## src/rtl/map_row_reader_if.sv

```systemverilog
// map_row_reader_if: word output stream of the map row reader (master drives, slave accepts)
//   out_valid : word held on out_data/out_row/out_last
//   out_ready : downstream accepts the word
//   out_data  : W packed cells, bit i = column (i mod W)
//   out_row   : row index of out_data
//   out_last  : final word of the scan
interface map_row_reader_if #(parameter int K = 7, parameter int W = 16);
  logic         out_valid;
  logic         out_ready;
  logic [W-1:0] out_data;
  logic [K-1:0] out_row;
  logic         out_last;
  modport master (output out_valid, out_data, out_row, out_last, input out_ready);
  modport slave  (input out_valid, out_data, out_row, out_last, output out_ready);
endinterface

```

## src/rtl/map_row_reader.sv

```systemverilog
// map_row_reader: scans an N_ROWS x N_COLS 1-bit map and streams it as W-cell words
//   clk_envo, rst (async, active-high)
//   start     : request one full-map scan (ignored unless idle)
//   rAddrR/C  : map read address, read_data returns the cell one cycle later
//   hold_evo  : freezes map evolution during a scan; busy mirrors it
//   done      : one-cycle pulse after the final word is accepted
//   stream    : word output (map_row_reader_if master)
//   live_count: count of live cells in the scan, present only with MAP_SCAN_POPCOUNT_EN
module map_row_reader #(
  parameter int K      = 7,
  parameter int N_ROWS = 128,
  parameter int N_COLS = 128,
  parameter int W      = 16
) (
  input  logic                  clk_envo,
  input  logic                  rst,
  input  logic                  start,
  output logic [K-1:0]          rAddrR,
  output logic [K-1:0]          rAddrC,
  input  logic                  read_data,
  output logic                  hold_evo,
  output logic                  busy,
  output logic                  done,
  map_row_reader_if.master      stream
`ifdef MAP_SCAN_POPCOUNT_EN
  ,
  output logic [2*K:0]          live_count
`endif
);
  typedef enum logic [2:0] {S_IDLE, S_READ, S_CAPT, S_EMIT, S_FIN} state_t;
  localparam logic [K:0] W_L    = (K+1)'(W);
  localparam logic [K:0] LAST_R = (K+1)'(N_ROWS - 1);
  localparam logic [K:0] END_C  = (K+1)'(N_COLS);
  state_t       state, nxt;
  logic [K:0]   row, col, row_nx, col_nx;
  logic [K-1:0] addr_r, addr_c;
  logic [W-1:0] data, sel;
  logic         word_end, last_word, accept;
  assign row_nx    = row + 1'b1;
  assign col_nx    = col + 1'b1;
  assign word_end  = (col % W_L) == W_L - 1'b1;
  // col has already advanced past the word when in EMIT, so the final word sits at END_C
  assign last_word = row == LAST_R && col == END_C;
  assign accept    = state == S_EMIT && stream.out_ready;
  always_comb begin
    sel = '0;
    for (int i = 0; i < W; i++) sel[i] = (col % W_L) == (K+1)'(i);
  end
  always_ff @(posedge clk_envo or posedge rst) begin
    if (rst) state <= S_IDLE;
    else state <= nxt;
  end
  always_comb begin
    nxt = state == S_IDLE ? (start ? S_READ : S_IDLE) :
          state == S_READ ? S_CAPT :
          state == S_CAPT ? (word_end ? S_EMIT : S_READ) :
          state == S_EMIT ? (stream.out_ready ? (last_word ? S_FIN : S_READ) : S_EMIT) :
          S_IDLE;
  end
  always_comb begin
    busy             = state != S_IDLE;
    hold_evo         = state != S_IDLE;
    done             = state == S_FIN;
    stream.out_valid = state == S_EMIT;
    stream.out_last  = state == S_EMIT && last_word;
    stream.out_data  = data;
    stream.out_row   = row[K-1:0];
    rAddrR           = addr_r;
    rAddrC           = addr_c;
  end
  // Addresses are only reloaded on transitions into READ so they stay frozen through EMIT/DONE/IDLE.
  always_ff @(posedge clk_envo or posedge rst) begin
    if (rst) begin
      row    <= '0;
      col    <= '0;
      addr_r <= '0;
      addr_c <= '0;
      data   <= '0;
`ifdef MAP_SCAN_POPCOUNT_EN
      live_count <= '0;
`endif
    end else if (state == S_IDLE && start) begin
      row    <= '0;
      col    <= '0;
      addr_r <= '0;
      addr_c <= '0;
`ifdef MAP_SCAN_POPCOUNT_EN
      live_count <= '0;
`endif
    end else if (state == S_CAPT) begin
      data <= (data & ~sel) | (sel & {W{read_data}});
      col  <= col_nx;
      if (!word_end) addr_c <= col_nx[K-1:0];
`ifdef MAP_SCAN_POPCOUNT_EN
      live_count <= live_count + {{(2*K){1'b0}}, read_data};
`endif
    end else if (accept && !last_word) begin
      if (col == END_C) begin
        col    <= '0;
        row    <= row_nx;
        addr_r <= row_nx[K-1:0];
        addr_c <= '0;
      end else begin
        addr_c <= col[K-1:0];
      end
    end
  end
endmodule

```

## src/flat_wrapper.sv

```systemverilog
// flat-port wrapper written by rule: the top's interface ports become plain ports
module map_row_reader_flat 
#(
  parameter int K      = 7,
  parameter int N_ROWS = 128,
  parameter int N_COLS = 128,
  parameter int W      = 16
)
  (clk_envo, rst, start, rAddrR, rAddrC, read_data, hold_evo, busy, done, stream_out_valid, stream_out_data, stream_out_row, stream_out_last, stream_out_ready);
  map_row_reader_if #(.K(K), .W(W)) stream_i ();
  input  logic clk_envo;
  input  logic rst;
  input  logic start;
  output logic [K-1:0] rAddrR;
  output logic [K-1:0] rAddrC;
  input  logic read_data;
  output logic hold_evo;
  output logic busy;
  output logic done;
  output wire logic [$bits(stream_i.out_valid)-1:0] stream_out_valid;
  output wire logic [$bits(stream_i.out_data)-1:0] stream_out_data;
  output wire logic [$bits(stream_i.out_row)-1:0] stream_out_row;
  output wire logic [$bits(stream_i.out_last)-1:0] stream_out_last;
  input wire logic [$bits(stream_i.out_ready)-1:0] stream_out_ready;
  assign stream_out_valid = stream_i.out_valid;
  assign stream_out_data = stream_i.out_data;
  assign stream_out_row = stream_i.out_row;
  assign stream_out_last = stream_i.out_last;
  assign stream_i.out_ready = stream_out_ready;
  map_row_reader #(.K(K), .N_ROWS(N_ROWS), .N_COLS(N_COLS), .W(W)) u_core (.clk_envo(clk_envo), .rst(rst), .start(start), .rAddrR(rAddrR), .rAddrC(rAddrC), .read_data(read_data), .hold_evo(hold_evo), .busy(busy), .done(done), .stream(stream_i));
endmodule
```

## config.mk

```make
export PLATFORM = sky130hd
export DESIGN_NAME = map_row_reader_flat
export DESIGN_NICKNAME = d
export VERILOG_FILES = /design/src/rtl/map_row_reader_if.sv /design/src/rtl/map_row_reader.sv /design/src/flat_wrapper.sv
export SDC_FILE = /design/constraint.sdc
export NUM_CORES = 1
export LEC_CHECK = 0
export ABC_AREA = 1
export CORE_UTILIZATION = 46
export DETAILED_ROUTE_END_ITERATION = 7
export HOLD_SLACK_MARGIN = 0.1
export PLACE_DENSITY_LB_ADDON = 0.1
export SLEW_MARGIN = 0
export SYNTH_ARGS = -nofsm -noshare
export SYNTH_HDL_FRONTEND = slang
export SYNTH_SLANG_ARGS = --single-unit
```

## constraint.sdc

```tcl
create_clock -name clk_envo -period 1.5 [get_ports clk_envo]
set_clock_uncertainty 0.05 [all_clocks]
set_input_delay 0.225 -clock clk_envo [delete_from_list [all_inputs] [get_ports clk_envo]]
set_output_delay 0.225 -clock clk_envo [all_outputs]
set_load 0.02 [all_outputs]
```

==> results of run 1 <==
## layout make-up
cell class                 instances  area (sq um)
multi-input combinational        199          1370
fill                             331          1080
sequential                        42          1050
timing repair buffer             112           973
inverter                          31           139
clock buffer                       7          86.3
tap                               67          83.8
clock inverter                     1          5.00
## metal layers
metal | wire length (microns) | share of wire, % | track usage [%] | up-vias
li1 | - | - | - | 1118
met1 | 2920 | 41 | 31.1 | 1166
met2 | 3780 | 53 | 42.8 | 68
met3 | 286 | 4.0 | 4.97 | 16
met4 | 166 | 2.3 | 11.1 | 0
met5 | 0 | 0 | 0 | -
## through the flow
stage	instances	hold slack (ps)
floorplan	288	331
global placement	433	406
detailed placement	433	415
CTS	449	239
global route	459	291
finish	459	227
## synth_stat cells, drive strengths merged (2+ instances only)
cell and count:
nor2 35, inv 31, a31oi 6, xnor2 2, dfrtp 42, ha 5
nand2 86, buf 16, o21ai 12, a21oi 18, nor3 4, nand4 2
nand3 19, nand3b 5
## kinds of logic (layout without fill, tap and decap cells)
family                   count (synthesis)  after routing  synth area share (%)
XOR/XNOR                                 3              3                  1.14
buffers and inverters                   48            151                  10.4
AO/OA/AOI/OAI                           38             38                  8.95
AND/OR/NAND/NOR                        152            153                  31.2
flip-flops                              42             42                  45.6
adder cells (fa/ha/maj)                  5              5                  2.71
## worst min-delay path, cell delays in order
cell,delay (ps)
clkdlybuf4s50_1,400
inv_1,90
buf_12,240
## power by group through the flow
| stage | Sequential (uW) | Combinational [uW] | Clock, uW |
|---|---|---|---|
| global placement | 1760 | 3460 | 0 |
| CTS | 1770 | 3820 | 794 |
| floorplan | 2120 | 1580 | 0 |
| global route | 1860 | 5000 | 837 |
| finish | 1820 | 4680 | 794 |
| detailed placement | 1780 | 3500 | 0 |
## worst paths after layout
check,to,slack [ps]
setup / recovery,u_core.rAddrC[3],-230
hold reg to reg,u_core.col[7],430
hold / removal,asynchronous set/reset pin,230
setup reg to reg,u_core.rAddrC[3],-230
min in group clk_envo,u_core.col[7],430
max in group asynchronous,u_core.state[0],960
## timing repair
action / 4_1_cts / 5_1_grt
setup endpoints to repair: 63 / 46
cloned: 1 / 1
pin swaps: 13 / 21
setup buffers: 7 / 12
gates resized for setup: 107 / 85
hold buffers: 0 / 0
==> impl_metrics.ini, run 1 <==
[routing]
vias_per_cell = 5.16
via_count = 2368
route.detailed.drc = 0
postRouteAntennaNets = 0
routedWlPerCell_microns = 15.6
dr.pass1.iters = 4
wl_microns = 7150
drtIter0Drc = 89

[setup_path]
cp_top_family = simple AND/OR/NAND/NOR gates
cp.depth = 10
startpoint = u_core.col[0]
r2r-start = u_core.col[0]
cpMaxStageDelayCell = dfrtp_1
path_common_cell = nor2_4
crit_buf_inv = 5
critical_path_required_ps = 1640
crit_fanout = 7
critical_path.startpoint_type = register
critical_path_class = reg2reg
crit_path_end_kind = register
reg2regPathDepth = 10
max_stage_delay_ps = 390
cp.arrival_ps = 1860
crit_chain = buf_4, buf_6, ha_4, inv_4, nor2_4, inv_2, nor2_4, clkinv_4, nand3_1, nand2_1

[yosys]
yosysTopAreaCell = dfrtp_1
synth-seq-cells = 42
syn_inst = 288
syn-num-nets = 298
synth_edf_count = 0
netlist.area_leader.share_pct = 45.6
synthFlopType = dfrtp_1
syn_avg_cell_area_sq_um = 8.01
synth_cell_types = 27
yosysSeqAreaShare_pct = 45.6
synthArstFlopShare_pct = 100
yosys_warnings = 0
ys_top_cells_by_area = dfrtp_1 (46%), nand2_1 (13%), buf_4 (5.2%)
syn-cell-area_sq_um = 2310

[die]
rows = 25
io_pins = 47
die_h_microns = 72.8
die_w_microns = 72.8
placeableCoreArea_sq_um = 4790
dieArea_sq_um = 5300
start_util_pct = 48.2

[placed_design]
gp_congestion = 0.828
place_ws_ps = -380
numPortBuffers = 46
place_hpwl_microns = 3930
post_dp_cell_area_sq_um = 3110

[cts]
cts_buffer_depth = 2
clkSinkCount = 42
insertion_delay_ps = 310
clk_pin_slew_worst_paths_ps = 90
cts_tree = done
cts_root_buffer = clkbuf_8
numCtsBuffers = 5
htree_levels = 2

[timing]
finalWorstSetupSlack_ps = -227
period_needed_ps = 1730
min_period_over_period_pct = 115
slew_headroom_pct = 84.5
tightest_slew_ps = 232
setup_violations = 23
hold_viol = 0
setup-tns-final_ps = -2330
rsz0062_at_grt = yes
max_clock_freq_mhz = 579
maxSlewViolCount = 0

[cells_and_area]
antennaDiodeCount = 0
drive_gt1_share_pct = 43.6
design_area_sq_um = 3710
final_common_cell = nand2_1
nets = 401
layout_common_cells = nand2_1 (54), buf_4 (48), dfrtp_1 (40), dlygate4sd2_1 (34), nand2_2 (21)
fin_util_pct = 77.5
area_growth_pct = 60.7

[global_routing]
grt_pass1_wl_microns = 10100
antenna_found_initial = 0
track_usage_pct = 25.2
grt_remaining_overflow = 0
grt_max_degree = 43
grt_pass1_vias = 2147

[pwr]
leakagePower_uw = 0.00183
power_frac_clock_pct = 10.9
p_per_area_nw_per_um2 = 1960
p_total_uw = 7290
seqPwrFrac_pct = 24.9
p_comb_share_pct = 64.2
p_sw_share_pct = 45.8
p_sw_uw = 3340
peakVddDrop_v = 0.00118
p_int_uw = 3950

[run]
drv_cap = 0

[outcome]
violations = negative setup slack
status = finished, violations left

[hold_path]
hp-class = in2async
(Power assumes the default switching activity.)
==> inputs of run 2 (changes only) <==
- ABC_AREA: 1 -> 0
==> impl_metrics.ini, run 2 <==
[routing]
drtIter0Drc = 129
routedWlPerCell_microns = 18.1
vias_per_cell = 5.48
wl_microns = 7070
postRouteAntennaNets = 0
dr.pass1.iters = 4
via_count = 2138
route.detailed.drc = 0

[yosys]
yosys.cell_count.top_type = dfrtp_1
synth_edf_count = 0
yosysTopAreaCell = dfrtp_1
syn-num-nets = 224
syn_avg_cell_area_sq_um = 10.7
netlist.area_leader.share_pct = 46.1
syn-cell-area_sq_um = 2280
yosys_warnings = 0
yosysSeqAreaShare_pct = 46.1
synthFlopType = dfrtp_1
synthArstFlopShare_pct = 100
synth_common_cells = dfrtp_1 (42), mux2_2 (21), nand3_1 (17), buf_4 (15), nand2_1 (15)
synth-seq-cells = 42
synth_cell_types = 43
ys_top_cells_by_area = dfrtp_1 (46%), mux2_2 (10%), buf_4 (4.9%)
syn_inst = 214

[pwr]
p_per_area_nw_per_um2 = 1540
peakVddDrop_v = 0.00118
leakagePower_uw = 0.00179

[die]
die_w_microns = 72.4
io_pins = 47
start_util_pct = 48.0
die_h_microns = 72.4
dieArea_sq_um = 5240
placeableCoreArea_sq_um = 4750
rows = 25

[cells_and_area]
drive_gt1_share_pct = 52.6
fin_util_pct = 80.7
nets = 333
area_growth_pct = 68.2
fill_cells = 290
final_common_cell = buf_4
layout_common_cells = buf_4 (55), dfrtp_1 (38), dlygate4sd2_1 (37), buf_6 (27)
antennaDiodeCount = 0
design_area_sq_um = 3840

[timing]
min_period_over_period_pct = 135
finalWorstSetupSlack_ps = -526
maxSlewViolCount = 0
tightest_slew_ps = 432
max_clock_freq_mhz = 494
period_needed_ps = 2030
setup_violations = 45
rsz0062_at_grt = yes
slew_headroom_pct = 71.2
hold_viol = 0

[cts]
hold_buffers = 0
htree_levels = 2
numCtsBuffers = 5
insertion_delay_ps = 300
clkSinkCount = 42
cts_root_buffer = clkbuf_8
cts_buffer_depth = 2
cts_tree = done
clk_pin_slew_worst_paths_ps = 90

[setup_path]
regToRegSetupSlack_ps = -530
startpoint = u_core.col[0]
critical_path.startpoint_type = register
critPathCapture = u_core.rAddrC[5]
cp.arrival_ps = 2160
crit_fanout = 6
reg2regPathDepth = 8
r2r_end = u_core.rAddrC[5]
critical_path_required_ps = 1640
crit_path_end_kind = register
r2r-start = u_core.col[0]
critical_path_class = reg2reg

[hold_path]
hp-class = in2async

[global_routing]
grt_pass1_vias = 2194
grt_remaining_overflow = 0
antenna_found_initial = 0
grt_pass1_wl_microns = 10600
grt_max_degree = 43
track_usage_pct = 26.8

[placed_design]
place_ws_ps = -546
post_dp_cell_area_sq_um = 3170
place_hpwl_microns = 3790
numPortBuffers = 46
gp_congestion = 0.841

[outcome]
status = finished, violations left
violations = negative setup slack

[run]
drv_cap = 0
-- run 2: cell count changes after synthesis, moves of 7 or more --
cell	delta
nor2_1	-20
mux2_2	+21
a21oi_1	-14
inv_2	-7
mux2i_1	+7
nand2_4	-7
nand2_1	-62
inv_1	-16
o21ai_0	-8
-- run 2: cells by family (layout without fill, tap and decap cells) --
family,count (synthesis),after routing,share of synthesized area (%)
adder cells (fa/ha/maj),5,5,2.74
XOR/XNOR,3,3,1.15
AO/OA/AOI/OAI,21,21,7.46
AND/OR/NAND/NOR,80,80,20.5
buffers and inverters,35,144,8.61
multiplexers,28,28,13.4
flip-flops,42,42,46.1
-- run 2: stage by stage --
step	hold WS [ps]	cells	setup TNS (ps)	power [uW]
global placement	441	355	-9000	4450
finish	230	390	-12200	5910
floorplan	325	214	-6360	3270
CTS	250	385	-8830	5540
detailed placement	441	355	-9680	4500
global route	279	390	-14790	6170
-- run 2: worst min path at each step --
| stage | from | to | slack, ps |
|---|---|---|---|
| 3_5_place_dp | register | register | 440 |
| 5_1_grt | rst | u_core.rAddrC[0] | 280 |
| 2_1_floorplan | read_data | register | 330 |
| 6_report | rst | u_core.rAddrC[6] | 230 |
| 4_1_cts | rst | u_core.col[5] | 250 |
| 3_3_place_gp | register | register | 440 |
-- run 2: per-layer routing --
metal | share of wire, % | global-route usage, % | wire length, microns
met5 | 0 | 0 | 0
met4 | 3.6 | 12.4 | 253
met3 | 4.0 | 5.28 | 286
met2 | 54 | 49.0 | 3810
met1 | 38 | 29.9 | 2710
-- run 2: area by class of cell --
type / instances / area, sq um / area share, %
clock buffer: 6 / 82.6 / 2.15
clock inverter: 1 / 30.0 / 0.783
inverter: 8 / 30.0 / 0.783
multi-input combinational: 137 / 1390 / 36.2
sequential: 42 / 1060 / 27.5
tap: 67 / 83.8 / 2.19
timing repair buffer: 129 / 1170 / 30.4
-- run 2: timing repair --
action | 4_1_cts | 5_1_grt
setup endpoints to repair | 81 | 46
pin swaps | 17 | 14
setup buffers | 22 | 9
gates resized for setup | 123 | 31
endpoints found under the hold margin | 0 | 0
gates cloned | 2 | 0
-- run 2: power breakdown --
| part | switching (uW) | internal [uW] |
|---|---|---|
| registers | 279 | 1550 |
| clock network | 409 | 533 |
| logic | 1620 | 1510 |
-- run 2: critical path, stage by stage, from the launching register on --
cell,delay [ps]
dfrtp_2,420
inv_2,80
ha_4,130
nor4b_4,220
nand4_2,170
buf_6,160
a32oi_4,200
buf_12,160
mux2_4,310
==> RTL change, RTL diff (config.mk and constraints of run 1) <==
Reset style: synchronous (`rst`), changed in 2 clocked blocks. Comments in the files are not updated.
--- a/src/rtl/map_row_reader.sv
+++ b/src/rtl/map_row_reader.sv
@@ -47,5 +47,5 @@
     for (int i = 0; i < W; i++) sel[i] = (col % W_L) == (K+1)'(i);
   end
-  always_ff @(posedge clk_envo or posedge rst) begin
+  always_ff @(posedge clk_envo) begin
     if (rst) state <= S_IDLE;
     else state <= nxt;
@@ -70,5 +70,5 @@
   end
   // Addresses are only reloaded on transitions into READ so they stay frozen through EMIT/DONE/IDLE.
-  always_ff @(posedge clk_envo or posedge rst) begin
+  always_ff @(posedge clk_envo) begin
     if (rst) begin
       row    <= '0;
Check against the original RTL: differs if rst is asserted again (counterexample within 4 cycles, from zero or initial values and one cycle with rst high); with rst held inactive, the same outputs for 10 cycles.
==> RTL change against run 1 <==
The run ends with design-rule violations, negative setup slack left. Maximum frequency increased by 5.1%. Count of clock-buffer cells in the layout unchanged. Sequential cell count unchanged. Critical path depth decreased by 2. Design area decreased by 7.9%. Highest routed layer unchanged. Wire length decreased by 19%. Setup slack improved by 0.084 ns. Non-clock buffer count decreased by 5. First-iteration DRC count increased by 10%. Area after synthesis decreased by 5.3%.
Power is left out: it rests on default switching activity, and per cell area and clock period it moved more than threefold.
==> RTL change: results (changes against run 1) <==
Global routing
  • GR Layer Usage met3: 4.70% (-0.27 points)
  • GRT met1 Usage: 28.9% (-2.2 points)
  • Largest net degree at the start of global routing: 17 (-60%)
  • GR Util met2: 37.8% (-5.0 points)
  • Vias in the first global route: 2010 (-6.4%)
  • Gr usage total: 22.5% (-2.7 points)
  • First-pass GRT wire length: 8930 um (-11%)

Timing
  • Setup TNS: -0.648 ns (+1.68 ns)
  • Max transition margin: 79.5% (-5.0 points)
  • Final setup vio count: 14 (-39%)
  • Fin worst setup slack: -0.143 ns (+0.0841 ns)
  • Hold Slack: 0.391 ns (+0.164 ns)

Logic synthesis
  • Main synth FF type: dfxtp_1
  • Yosys Warn Count: 0 (unchanged)
  • Register area share after synthesis: 38.5% (-7.1 points)
  • Syn Area/Cell: 7.21 sq um (-10%)
  • Post-synth top cells: nand2_1, dfxtp_1, a21oi_1
  • Count of cell types in the netlist: 30 (+11%)
  • Net count after synthesis: 313 (+5.0%)
  • Ys async rst share: 0% (-100 points)
  • Top cells by area, synth: dfxtp_1, nand2_1, a21oi_1, nand3_1, buf_4

Critical path
  • Crit Path Max Fanout: 2 (-5)
  • CP Launch Point: u_core.rAddrR[1]$_SDFFE_PP0P_
  • Reg-to-reg endpoint: u_core.rAddrC[1]$_SDFFE_PP0P_
  • R2r worst-path depth: 12 (+2)
  • WP data arrival: 1.37 ns (-0.49 ns)

Detailed routing
  • Avg WL per Cell: 13.0 um (-17%)
  • Via density: 5.06 (-1.9%)
  • Met2 wire length: 3030 um (-20%)
  • DRT Pass-1 Iters: 8 (+4)
  • M1 wire length: 2440 um (-16%)
  • DRT iter0 DRCs: 98 (+10%)
  • DR WL met3: 288 um (+0.70%)
  • DRC Markers: 6 (+6)

Placed design
  • Placement Cell Area: 2940 sq um (-5.4%)
  • GPL Wtd Cong: 0.841 (+1.6%)
  • DPL Wire Length: 3780 um (-3.6%)
  • Dpl ws: -0.360 ns (+0.0199 ns)
  • Dpl cells: 426 (-1.6%)

Clock network
  • Worst-Skew Late Latency: 0.29 ns (-0.02 ns)

Outcome
  • Failing checks: design-rule violations, negative setup slack
  • Outcome: finished with violations

Min path
  • Hold path cells: 2

Finish
  • Fin nets: 406 (+1.2%)
  • Non-Filler Instances: 448 (-2.4%)
  • Share of post-route cells with drive strength above 1: 40.2% (-3.5 points)
RTL change: cell types whose count changed after synthesis, sizes merged, moves of 2 or more:
cell / run 1 / this run
a21oi: 18 / 31
a31oi: 6 / 1
buf: 16 / 18
clkbuf: 1 / 3
dfrtp: 42 / 0
dfxtp: 0 / 42
nand2: 86 / 75
nand3: 19 / 29
nand3b: 5 / 0
o21ai: 12 / 17
xor2: 1 / 4
RTL change: timing repair:
| item | in CTS | in global routing |
|---|---|---|
| hold endpoints to repair | 0 | 0 |
| setup endpoints to repair | 61 | 46 |
| setup buffers | 8 | 9 |
| pin swaps | 14 | 25 |
| hold buffers | 0 | 0 |
| resized for setup | 90 | 80 |
RTL change: logic make-up after synthesis:
logic type                 after synthesis  share of synthesized area, %
AOI/OAI and AO/OA                       51                          12.0
xor gates and xnor gates                 6                          2.40
adders and majority gates                5                          2.86
buffers and inverters                   52                          12.1
DFF                                     42                          38.5
and+or+nand+nor                        147                          32.2
RTL change: worst max-delay path by stage:
stage	slack, ns	end	depth (start not counted)
after floorplan	0.008	u_core.rAddrC[5]$_SDFFE_PP0P_	10
after global placement	-0.34	stream_out_last	8
after detailed placement	-0.36	stream_out_last	8
after CTS	-0.13	stream_out_last	8
after global routing	-0.24	stream_out_last	8
final	-0.14	stream_out_last	8
RTL change: critical path, stage by stage (launching register included):
cell and delay (ns):
dfxtp_2 0.36, ha_4 0.15, nand3_4 0.06, inv_2 0.07, nand2_2 0.06, inv_2 0.07
nand2_4 0.06, nor3_4 0.12, buf_6 0.14
RTL change: layout make-up:
cell class              instances  area (sq um)  share of cell area (%)
multi-input cells             209          1380                    40.5
clock buffers                   7          76.3                    2.24
flip-flops and latches         42           856                    25.1
well taps                      52          65.1                    1.91
inverters                      31           141                    4.14
repair buffers                107           895                    26.2
